===== src/rtl/spi_frame_pkg.sv =====
// spi_frame_parser shared types: FSM state encoding, header/command
// bit positions and a saturating 8-bit increment helper.
package spi_frame_pkg;

  typedef enum logic [1:0] {
    ST_IDLE  = 2'd0,
    ST_DATA  = 2'd1,
    ST_DROP  = 2'd2,
    ST_FLUSH = 2'd3
  } state_t;

  localparam int HDR_MSB = 6;
  localparam int HDR_LSB = 0;
  localparam int CMD_BIT = 7;

  function automatic logic [7:0] sat_inc8(input logic [7:0] v);
    return (v == 8'hFF) ? v : v + 8'd1;
  endfunction

endpackage


===== src/rtl/axis_skid.sv =====
// axis_skid: output register plus one skid entry so i/o_ready is registered.
// Ports: clock/reset, i_valid/o_ready/i_data/i_last/i_user in, m_* AXIS out.
module axis_skid (
  input  logic       clock,
  input  logic       reset,
  input  logic       i_valid,
  output logic       o_ready,
  input  logic [7:0] i_data,
  input  logic       i_last,
  input  logic       i_user,
  output logic       m_tvalid,
  input  logic       m_tready,
  output logic [7:0] m_tdata,
  output logic       m_tlast,
  output logic       m_tuser
);

  logic       r_out_v;
  logic       r_sk_v;
  logic [9:0] r_out;
  logic [9:0] r_sk;
  logic       w_free;
  logic       w_push;

  assign w_free  = !r_out_v || m_tready;
  assign w_push  = i_valid && !r_sk_v;
  assign o_ready = !r_sk_v;

  // Output register only changes when empty or being taken,
  // so m_* stays stable under backpressure.
  always_ff @(posedge clock or posedge reset) begin
    if (reset) begin
      r_out_v <= 1'b0;
      r_sk_v  <= 1'b0;
      r_out   <= '0;
      r_sk    <= '0;
    end else if (w_free) begin
      if (r_sk_v) begin
        r_out   <= r_sk;
        r_out_v <= 1'b1;
        r_sk_v  <= 1'b0;
      end else if (w_push) begin
        r_out   <= {i_user, i_last, i_data};
        r_out_v <= 1'b1;
      end else begin
        r_out_v <= 1'b0;
      end
    end else if (w_push) begin
      r_sk   <= {i_user, i_last, i_data};
      r_sk_v <= 1'b1;
    end
  end

  assign m_tvalid = r_out_v;
  assign {m_tuser, m_tlast, m_tdata} = r_out;

endmodule


===== src/rtl/spi_frame_parser.sv =====
// spi_frame_parser: header check, 1-byte lookahead to mark tlast, length
// limit, AXIS out via axis_skid. Ports: clock/reset, s_* raw bytes,
// frame_end_i, m_* payload, hdr_err_o/len_err_o pulses, busy_o.
// Optional SPI_FRAME_STATS_EN adds frames_o/hdr_errs_o/len_errs_o counters.
module spi_frame_parser
  import spi_frame_pkg::*;
#(
  parameter logic [6:0] HEADER  = 7'h23,
  parameter int         MAX_LEN = 64
) (
  input  logic        clock,
  input  logic        reset,
  input  logic        s_tvalid,
  output logic        s_tready,
  input  logic [7:0]  s_tdata,
  input  logic        frame_end_i,
  output logic        m_tvalid,
  input  logic        m_tready,
  output logic        m_tlast,
  output logic        m_tuser,
  output logic [7:0]  m_tdata,
  output logic        hdr_err_o,
  output logic        len_err_o,
  output logic        busy_o
`ifdef SPI_FRAME_STATS_EN
  ,
  output logic [15:0] frames_o,
  output logic [7:0]  hdr_errs_o,
  output logic [7:0]  len_errs_o
`endif
);

  state_t     r_state;
  state_t     w_state_nxt;
  logic       r_alive;
  logic       r_pend;
  logic       r_hold_v;
  logic [7:0] r_hold;
  logic       r_cmd;
  logic [7:0] r_len;
  logic       r_hdr_err;
  logic       r_len_err;

  logic w_acc;
  logic w_end;
  logic w_rdy;
  logic w_sk_rdy;
  logic w_hdr_ok;
  logic w_over;
  logic w_push;
  logic w_push_last;
  logic w_hold_ld;
  logic w_hold_clr;
  logic w_len_clr;
  logic w_len_inc;
  logic w_pend_nxt;
  logic w_hdr_err;
  logic w_len_err;
  logic w_cmd_ld;

  assign s_tready = r_alive && w_rdy;
  assign w_acc    = s_tvalid && s_tready;
  assign w_end    = frame_end_i || r_pend;
  assign w_hdr_ok = s_tdata[HDR_MSB:HDR_LSB] == HEADER;
  assign w_over   = r_len == 8'(MAX_LEN);
  assign busy_o   = r_state != ST_IDLE;
  assign hdr_err_o = r_hdr_err;
  assign len_err_o = r_len_err;

  always_ff @(posedge clock or posedge reset) begin
    if (reset) r_state <= ST_IDLE;
    else       r_state <= w_state_nxt;
  end

  always_comb begin
    w_state_nxt = r_state;
    w_rdy       = 1'b0;
    w_push      = 1'b0;
    w_push_last = 1'b0;
    w_hold_ld   = 1'b0;
    w_hold_clr  = 1'b0;
    w_len_clr   = 1'b0;
    w_len_inc   = 1'b0;
    w_pend_nxt  = r_pend;
    w_hdr_err   = 1'b0;
    w_len_err   = 1'b0;
    w_cmd_ld    = 1'b0;
    unique case (r_state)
      ST_IDLE: begin
        w_rdy      = 1'b1;
        w_pend_nxt = 1'b0;
        if (w_acc) begin
          // header and end together: end handled from DATA/DROP
          w_pend_nxt = frame_end_i;
          if (w_hdr_ok) begin
            w_cmd_ld    = 1'b1;
            w_len_clr   = 1'b1;
            w_hold_clr  = 1'b1;
            w_state_nxt = ST_DATA;
          end else begin
            w_hdr_err   = 1'b1;
            w_state_nxt = ST_DROP;
          end
        end
      end
      ST_DATA: begin
        w_rdy = !r_pend && (!r_hold_v || w_sk_rdy);
        if (w_acc) begin
          if (frame_end_i) w_pend_nxt = 1'b1;
          if (w_over) begin
            w_len_err   = 1'b1;
            w_push      = 1'b1;
            w_push_last = 1'b1;
            w_hold_clr  = 1'b1;
            w_state_nxt = ST_DROP;
          end else begin
            w_push    = r_hold_v;
            w_hold_ld = 1'b1;
            w_len_inc = 1'b1;
          end
        end else if (w_end) begin
          if (!r_hold_v) begin
            w_pend_nxt  = 1'b0;
            w_state_nxt = ST_IDLE;
          end else if (w_sk_rdy) begin
            w_push      = 1'b1;
            w_push_last = 1'b1;
            w_hold_clr  = 1'b1;
            w_pend_nxt  = 1'b0;
            w_state_nxt = ST_FLUSH;
          end else begin
            w_pend_nxt = 1'b1;
          end
        end
      end
      ST_DROP: begin
        w_rdy = !r_pend;
        if (w_end) begin
          w_pend_nxt  = 1'b0;
          w_state_nxt = ST_IDLE;
        end
      end
      ST_FLUSH: begin
        w_pend_nxt = 1'b0;
        if (m_tvalid && m_tready && m_tlast)
          w_state_nxt = ST_IDLE;
      end
    endcase
  end

  always_ff @(posedge clock or posedge reset) begin
    if (reset) begin
      r_alive   <= 1'b0;
      r_pend    <= 1'b0;
      r_hold_v  <= 1'b0;
      r_hold    <= '0;
      r_cmd     <= 1'b0;
      r_len     <= '0;
      r_hdr_err <= 1'b0;
      r_len_err <= 1'b0;
    end else begin
      r_alive   <= 1'b1;
      r_pend    <= w_pend_nxt;
      r_hdr_err <= w_hdr_err;
      r_len_err <= w_len_err;
      if (w_cmd_ld) r_cmd <= s_tdata[CMD_BIT];
      if (w_hold_ld) begin
        r_hold   <= s_tdata;
        r_hold_v <= 1'b1;
      end else if (w_hold_clr) begin
        r_hold_v <= 1'b0;
      end
      if (w_len_clr)      r_len <= '0;
      else if (w_len_inc) r_len <= sat_inc8(r_len);
    end
  end

  axis_skid u_skid (
    .clock    (clock),
    .reset    (reset),
    .i_valid  (w_push),
    .o_ready  (w_sk_rdy),
    .i_data   (r_hold),
    .i_last   (w_push_last),
    .i_user   (r_cmd),
    .m_tvalid (m_tvalid),
    .m_tready (m_tready),
    .m_tdata  (m_tdata),
    .m_tlast  (m_tlast),
    .m_tuser  (m_tuser)
  );

`ifdef SPI_FRAME_STATS_EN
  logic [15:0] r_frames;
  logic [7:0]  r_hdr_errs;
  logic [7:0]  r_len_errs;

  always_ff @(posedge clock or posedge reset) begin
    if (reset) begin
      r_frames   <= '0;
      r_hdr_errs <= '0;
      r_len_errs <= '0;
    end else begin
      if (m_tvalid && m_tready && m_tlast && r_frames != 16'hFFFF)
        r_frames <= r_frames + 16'd1;
      if (r_hdr_err) r_hdr_errs <= sat_inc8(r_hdr_errs);
      if (r_len_err) r_len_errs <= sat_inc8(r_len_errs);
    end
  end

  assign frames_o   = r_frames;
  assign hdr_errs_o = r_hdr_errs;
  assign len_errs_o = r_len_errs;
`endif

endmodule


===== config.mk =====
export PLATFORM = sky130hd
export DESIGN_NAME = spi_frame_parser
export DESIGN_NICKNAME = d
export VERILOG_FILES = /design/src/rtl/spi_frame_pkg.sv /design/src/rtl/axis_skid.sv /design/src/rtl/spi_frame_parser.sv
export SDC_FILE = /design/constraint.sdc
export NUM_CORES = 1
export LEC_CHECK = 0
export ABC_CLOCK_PERIOD_IN_PS = 2400
export BUFFER_PORTS_ARGS = -buffer_cell sky130_fd_sc_hd__buf_2
export CORE_UTILIZATION = 30
export DETAILED_ROUTE_END_ITERATION = 16
export PLACE_DENSITY = 0.5
export SLEW_MARGIN = 10
export SYNTH_ARGS = -nofsm -noshare
export SYNTH_HDL_FRONTEND = slang
export SYNTH_SLANG_ARGS = --single-unit

===== constraint.sdc =====
create_clock -name clock -period 2.4 [get_ports clock]
set_input_delay 0.24 -clock clock [delete_from_list [all_inputs] [get_ports clock]]
set_output_delay 0.24 -clock clock [all_outputs]
set_load 0.01 [all_outputs]

## Word-level counts from Yosys, hierarchy flattened

Index checks and enable logic that the tools add are counted.

- Add/sub/neg operators: 1
- Equality and inequality tests: 14
- Mux-type cells: 51
- Bitwise gates (word level): 1
- Reductions and logical operators: 24

Operator list:

| kind | count |
|---|---|
| 2-to-1 mux 1 bit | 33 |
| 2-to-1 mux 8 bit | 3 |
| 2-to-1 mux 10 bit | 2 |
| 2-to-1 mux 2 bit | 9 |
| nonzero test 2 bit | 5 |
| != test 3 bit (second input constant) | 3 |
| adder 8 x 1 -> 8 bit (second input constant) | 1 |
| equality test 8 x 7 -> 1 bit (second input constant) | 1 |
| equality test 8 bit (second input constant) | 1 |
| != test 2 bit (second input constant) | 4 |
| case mux 2 bit (4 select lines) | 1 |
| equality test 7 x 6 -> 1 bit (second input constant) | 1 |
| logical AND 1 bit | 6 |
| AND reduction 2 bit | 3 |
| AND reduction 6 bit | 1 |
| equality test 2 bit (second input constant) | 2 |
| logical NOT 1 bit | 4 |
| != test 4 bit (second input constant) | 1 |
| case mux 1 bit (4 select lines) | 1 |
| logical OR 1 bit | 3 |
| case mux 1 bit (3 select lines) | 1 |
| AND reduction 3 bit | 1 |
| equality test 2 x 1 -> 1 bit (second input constant) | 1 |
| logical NOT 2 bit | 1 |
| other kinds (2) | 2 |

- Bits in registers: 46
- Input port bits: 13
- Output and inout bits: 15

## Longest topological paths before layout

- Word-level depth: 11
- Depth in mapped cells: 8
- Mapped depth without buffers: 7

## Hierarchy

From an unflattened synthesis, not the netlist that was laid out.

- Cell total of the unflattened synthesis: 196
- Area, all modules: 2426.1 um2

Modules (own cells, without submodules):

| module | instances | cells each | area an instance (um2) |
|---|---|---|---|
| spi_frame_parser | 1 | 133 | 1380.1 |
| axis_skid | 1 | 63 | 1046.0 |

## Worst setup path after synthesis

Ideal clock, no wire load.

- Kind: register -> register
- From: register r_len[0]
- To: register u_skid.r_sk[0]
- Arrival: 2.157 ns
- Slack: 0.119 ns
- Cell stages (with the launch flop): 8
- Buffers on the path: 0
- Cell sequence: dfrtp_1 > inv_1 > ha_1 > nor4bb_1 > and2_1 > nor2_1 > a2111oi_4 > mux2_2

- Word-level cells in the longest chain between the ends: 6

Ends and longest elaborated chain:

| element | RTL line | text |
|---|---|---|
| start: declaration | spi_frame_parser.sv:40 | `logic [7:0] r_len;` |
| start signal: assignment | spi_frame_parser.sv:174 | `else if (w_len_inc) r_len <= sat_inc8(r_len);` |
| equality test 8 x 7 -> 1 bit | spi_frame_parser.sv:65 | `assign w_over = r_len == 8'(MAX_LEN);` |
| 2-to-1 mux 1 bit | spi_frame_parser.sv:110 | `if (w_over) begin` |
| 2-to-1 mux 1 bit | spi_frame_parser.sv:108 | `if (w_acc) begin` |
| 2-to-1 mux 1 bit | spi_frame_parser.sv:88 | `unique case (r_state)` |
| logical AND 1 bit | axis_skid.sv:26 | `assign w_push = i_valid && !r_sk_v;` |
| AND reduction 2 bit (no source line) | -- |  |
| end signal: assignment | axis_skid.sv:49 | `r_sk <= {i_user, i_last, i_data};` |
| end: declaration | axis_skid.sv:21 | `logic [9:0] r_sk;` |

Every way passes these cells.
A chain may end at the register's enable or synchronous reset.

## Final worst setup path

- From: register r_len[0]
- To: register u_skid.r_sk[4]

The elaborated chain is that of the path after synthesis.

==> results.sh <==
export IMPL_status="completed"
export IMPL_syn_area_per_cell_um2=10.8
export IMPL_cts_sinks=46
export IMPL_maxSlewViolCount=0
export IMPL_cts_clk_slew_worst_paths_ns=0.09
export IMPL_cp_slowest_cell="dfrtp_1"
export IMPL_max_stage_delay_ns=0.41
export IMPL_area_growth_pct=20.1
export IMPL_finalNonFillerCells=351
export IMPL_clock_skew_ns=0.00935
export IMPL_worst_skew_pair_late_latency_ns=0.30
export IMPL_place_gp_congestion=0.760
export IMPL_seq_area_um2=1150
export IMPL_final_setup_tns_ns=0
export IMPL_detail_route_wl_per_cell_um=13.3
export IMPL_cts_tree="done"
export IMPL_drt_vias_per_instance=4.73
export IMPL_coreArea_um2=7290
export IMPL_worstHoldPathType="in2reg"
export IMPL_reg2reg_depth=8
export IMPL_worstPathCellList="inv_1 -> ha_1 -> nor4bb_2 -> and2_4 -> nor2_1 -> a2111oi_4 -> buf_4 -> mux2_2"
export IMPL_grt_pass1_wl_mm=7.95
export IMPL_min_from="s_tdata[6]"
export IMPL_dpl_hpwl_mm=3.39
export IMPL_antenna_found_initial=0
export IMPL_nets=266
export IMPL_reg2reg_to="u_skid.r_sk[4]$_DFFE_PP0P_"
export IMPL_cp_end_kind="flip-flop"
export IMPL_total_leakage_power_nw=1.32
export IMPL_yosys_warnings=0
export IMPL_synth_cell_types=42
export IMPL_ys_seq_elements=46
export IMPL_grt_max_degree=21
export IMPL_num_vias=1661
export IMPL_drc=0
export IMPL_finalCritPeriodShare=0.946
export IMPL_cts_root_buffer_cell="clkbuf_8"
export IMPL_track_usage=0.132
export IMPL_required_ns=2.59
export IMPL_die_h_um=88.9
export IMPL_die_w_um=88.9
export IMPL_holdPathStages=3
export IMPL_numCtsBuffers=5
export IMPL_grt_pass1_vias=1625
export IMPL_multiInputGateArea_um2=1060
export IMPL_hold_viol_final=0
export IMPL_port_buffer_count=27
export IMPL_critPathArrivalTime_ns=2.46
export IMPL_cts_path_max_buffers=2
export IMPL_yosysSeqAreaShare=0.508
export IMPL_peakVddDrop_v=0.000310
export IMPL_fillers=788
export IMPL_finalSetupViolations=0
export IMPL_initial_core_util=0.311
export IMPL_cap_viol_max_count=0
export IMPL_reg2reg_setup_slack_ns=0.13
export IMPL_max_freq_mhz=440
export IMPL_htreeDepth=2
export IMPL_wirelength_mm=4.65
export IMPL_whs_endpoint="r_hold[6]$_DFFE_PP0P_"
export IMPL_overflow=0
export IMPL_dieArea_um2=7910
export IMPL_p_per_area_nw_per_um2=589
export IMPL_synth_nets=224
export IMPL_layout_drive_gt1_share=0.353
export IMPL_io_pins=28
export IMPL_dr_pass1_iters=4
export IMPL_dp_cells=341
export IMPL_hold_ws_ns=0.143
export IMPL_num_rows=31
export IMPL_syn_inst=209
export IMPL_path_max_fanout=4
export IMPL_period_needed_ns=2.27
export IMPL_worstSetupPathType="reg2reg"
export IMPL_syn_area_um2=2270
export IMPL_drtAntennaViolNets=0
export IMPL_worstSetupStartpointType="flip-flop"
export IMPL_diodes=0
export IMPL_r2r_start="r_len[0]$_DFFE_PP0P_"
export IMPL_drt_initial_drc_count=75
[cell families (layout without fill, tap and decap cells)]
family | after synthesis | in the layout | share of synthesized area
and+or+nand+nor | 82 | 82 | 0.181
DFF | 46 | 46 | 0.508
muxes | 30 | 30 | 0.148
AOI/OAI and AO/OA | 26 | 26 | 0.0971
buffers and inverters | 16 | 59 | 0.0298
xor gates and xnor gates | 6 | 6 | 0.0232
adders and majority gates | 2 | 2 | 0.0110
other | 1 | 1 | 0.00165
[per-layer routing]
layer  track usage  vias up  share of wire
li1              -      830              -
met5             0        -              0
met2         0.197       35           0.45
met3        0.0323        4          0.036
met1         0.190      792           0.50
met4        0.0404        0         0.0084
[cell usage after synthesis]
library cell	instances	share of area
xnor2_1	3	0.012
and2_1	2	0.0055
o211ai_1	1	0.0033
a32oi_1	1	0.0039
o211ai_2	1	0.0055
or2_2	3	0.0083
nand3_1	6	0.013
xor2_1	3	0.012
nand4_1	7	0.019
clkbuf_1	6	0.0099
ha_1	2	0.011
buf_6	1	0.0050
o21a_1	1	0.0033
a211oi_1	1	0.0033
buf_1	1	0.0017
o21bai_1	1	0.0033
o21ai_0	5	0.011
mux2i_1	1	0.0044
nand4b_1	2	0.0077
a32o_1	1	0.0044
inv_1	8	0.013
nand2b_1	2	0.0055
a211oi_4	1	0.0088
nor2b_1	1	0.0028
a2111oi_4	1	0.012
mux2_2	29	0.14
nor2_1	13	0.022
a21oi_1	3	0.0066
a21oi_2	1	0.0039
o311ai_0	2	0.0077
and3_1	3	0.0083
nor3_1	3	0.0066
nand2_1	32	0.053
o41ai_1	3	0.012
nor3b_1	2	0.0066
nor4b_1	2	0.0077
and4_1	2	0.0077
nor4bb_1	1	0.0044
conb_1	1	0.0017
nand2_2	1	0.0028
dfrtp_1	46	0.51
a31oi_1	3	0.0083
[registers in the layout, summed over array words and instances, names as in the netlist, 2 cells and up]
| signal | count |
|---|---|
| r_hold | 8 |
| r_len | 8 |
| u_skid.r_sk | 10 |
| r_state | 2 |
| u_skid.r_out | 10 |
[critical path, delay by kind of cell (launching register included)]
family / cells / cell delay (ns)
compound gates: 1 / 0.36
fa+ha+maj: 1 / 0.14
mux: 1 / 0.32
buf+inv: 2 / 0.31
flops: 1 / 0.41
simple gates: 3 / 0.62
[layout by cell type, fill, tap and decap left out, types with 2 or more instances in the layout]
master	count
and3_1	3
buf_4	13
clkbuf_8	5
nor4b_1	2
nand2b_1	2
or2_2	3
nand4b_1	2
xnor2_1	3
and4_1	2
a31oi_1	3
nand2_1	32
buf_2	27
nor3_1	3
nand4_1	7
xor2_1	3
ha_1	2
nor3b_1	2
a21oi_1	3
nand3_1	6
dfrtp_1	46
o41ai_1	3
o21ai_0	5
mux2_2	29
inv_1	7
o311ai_0	2
nor2_1	13
[power by group]
group	internal, W	switching [W]	total [W]	leakage, nW
registers	0.000818	0.0000427	0.000861	0.628
logic	0.000126	0.000145	0.000270	0.649
clock network	0.000206	0.000268	0.000474	0.0452
total	0.00115	0.000455	0.00160	1.32
[layout make-up]
class / count / share of cell area
Inverter: 8 / 0.0110
Multi-Input combinational cell: 147 / 0.388
Clock inverter: 2 / 0.00506
Timing Repair Buffer: 43 / 0.101
Sequential cell: 46 / 0.423
Tap cell: 99 / 0.0455
Clock buffer: 6 / 0.0267
[worst max path at each step]
stage / cells after the start / slack (ns) / from / to
2_1_floorplan: 7 / 0.12 / r_len[0]$_DFFE_PP0P_ / u_skid.r_sk[0]$_DFFE_PP0P_
3_3_place_gp: 9 / 0.10 / r_len[0]$_DFFE_PP0P_ / u_skid.r_out[5]$_DFFE_PP0P_
3_5_place_dp: 8 / 0.07 / r_len[0]$_DFFE_PP0P_ / u_skid.r_sk[7]$_DFFE_PP0P_
4_1_cts: 8 / 0.04 / r_len[0]$_DFFE_PP0P_ / u_skid.r_sk[0]$_DFFE_PP0P_
5_1_grt: 8 / -0.04 / r_len[0]$_DFFE_PP0P_ / u_skid.r_sk[2]$_DFFE_PP0P_
6_report: 8 / 0.13 / r_len[0]$_DFFE_PP0P_ / u_skid.r_sk[4]$_DFFE_PP0P_
[repair_timing]
item | 4_1_cts | 5_1_grt
hold buffers | 1 | 0
hold endpoints to repair | 12 | 0
setup buffers | 0 | 0
resized for setup | 0 | 4
endpoints found under the setup margin | 0 | 18
[stage by stage]
stage                     power, W  worst slack [ns]   util  cell area (µm²)
after floorplan            0.00106             0.119      -             2270
after global placement     0.00115             0.100  0.357             2610
after detailed placement   0.00115            0.0682  0.357             2610
after CTS                  0.00164            0.0424  0.371             2700
after global routing       0.00172           -0.0362  0.373             2720
final                      0.00160             0.129  0.373             2720
Note: power is estimated with default switching activity, not from simulation.
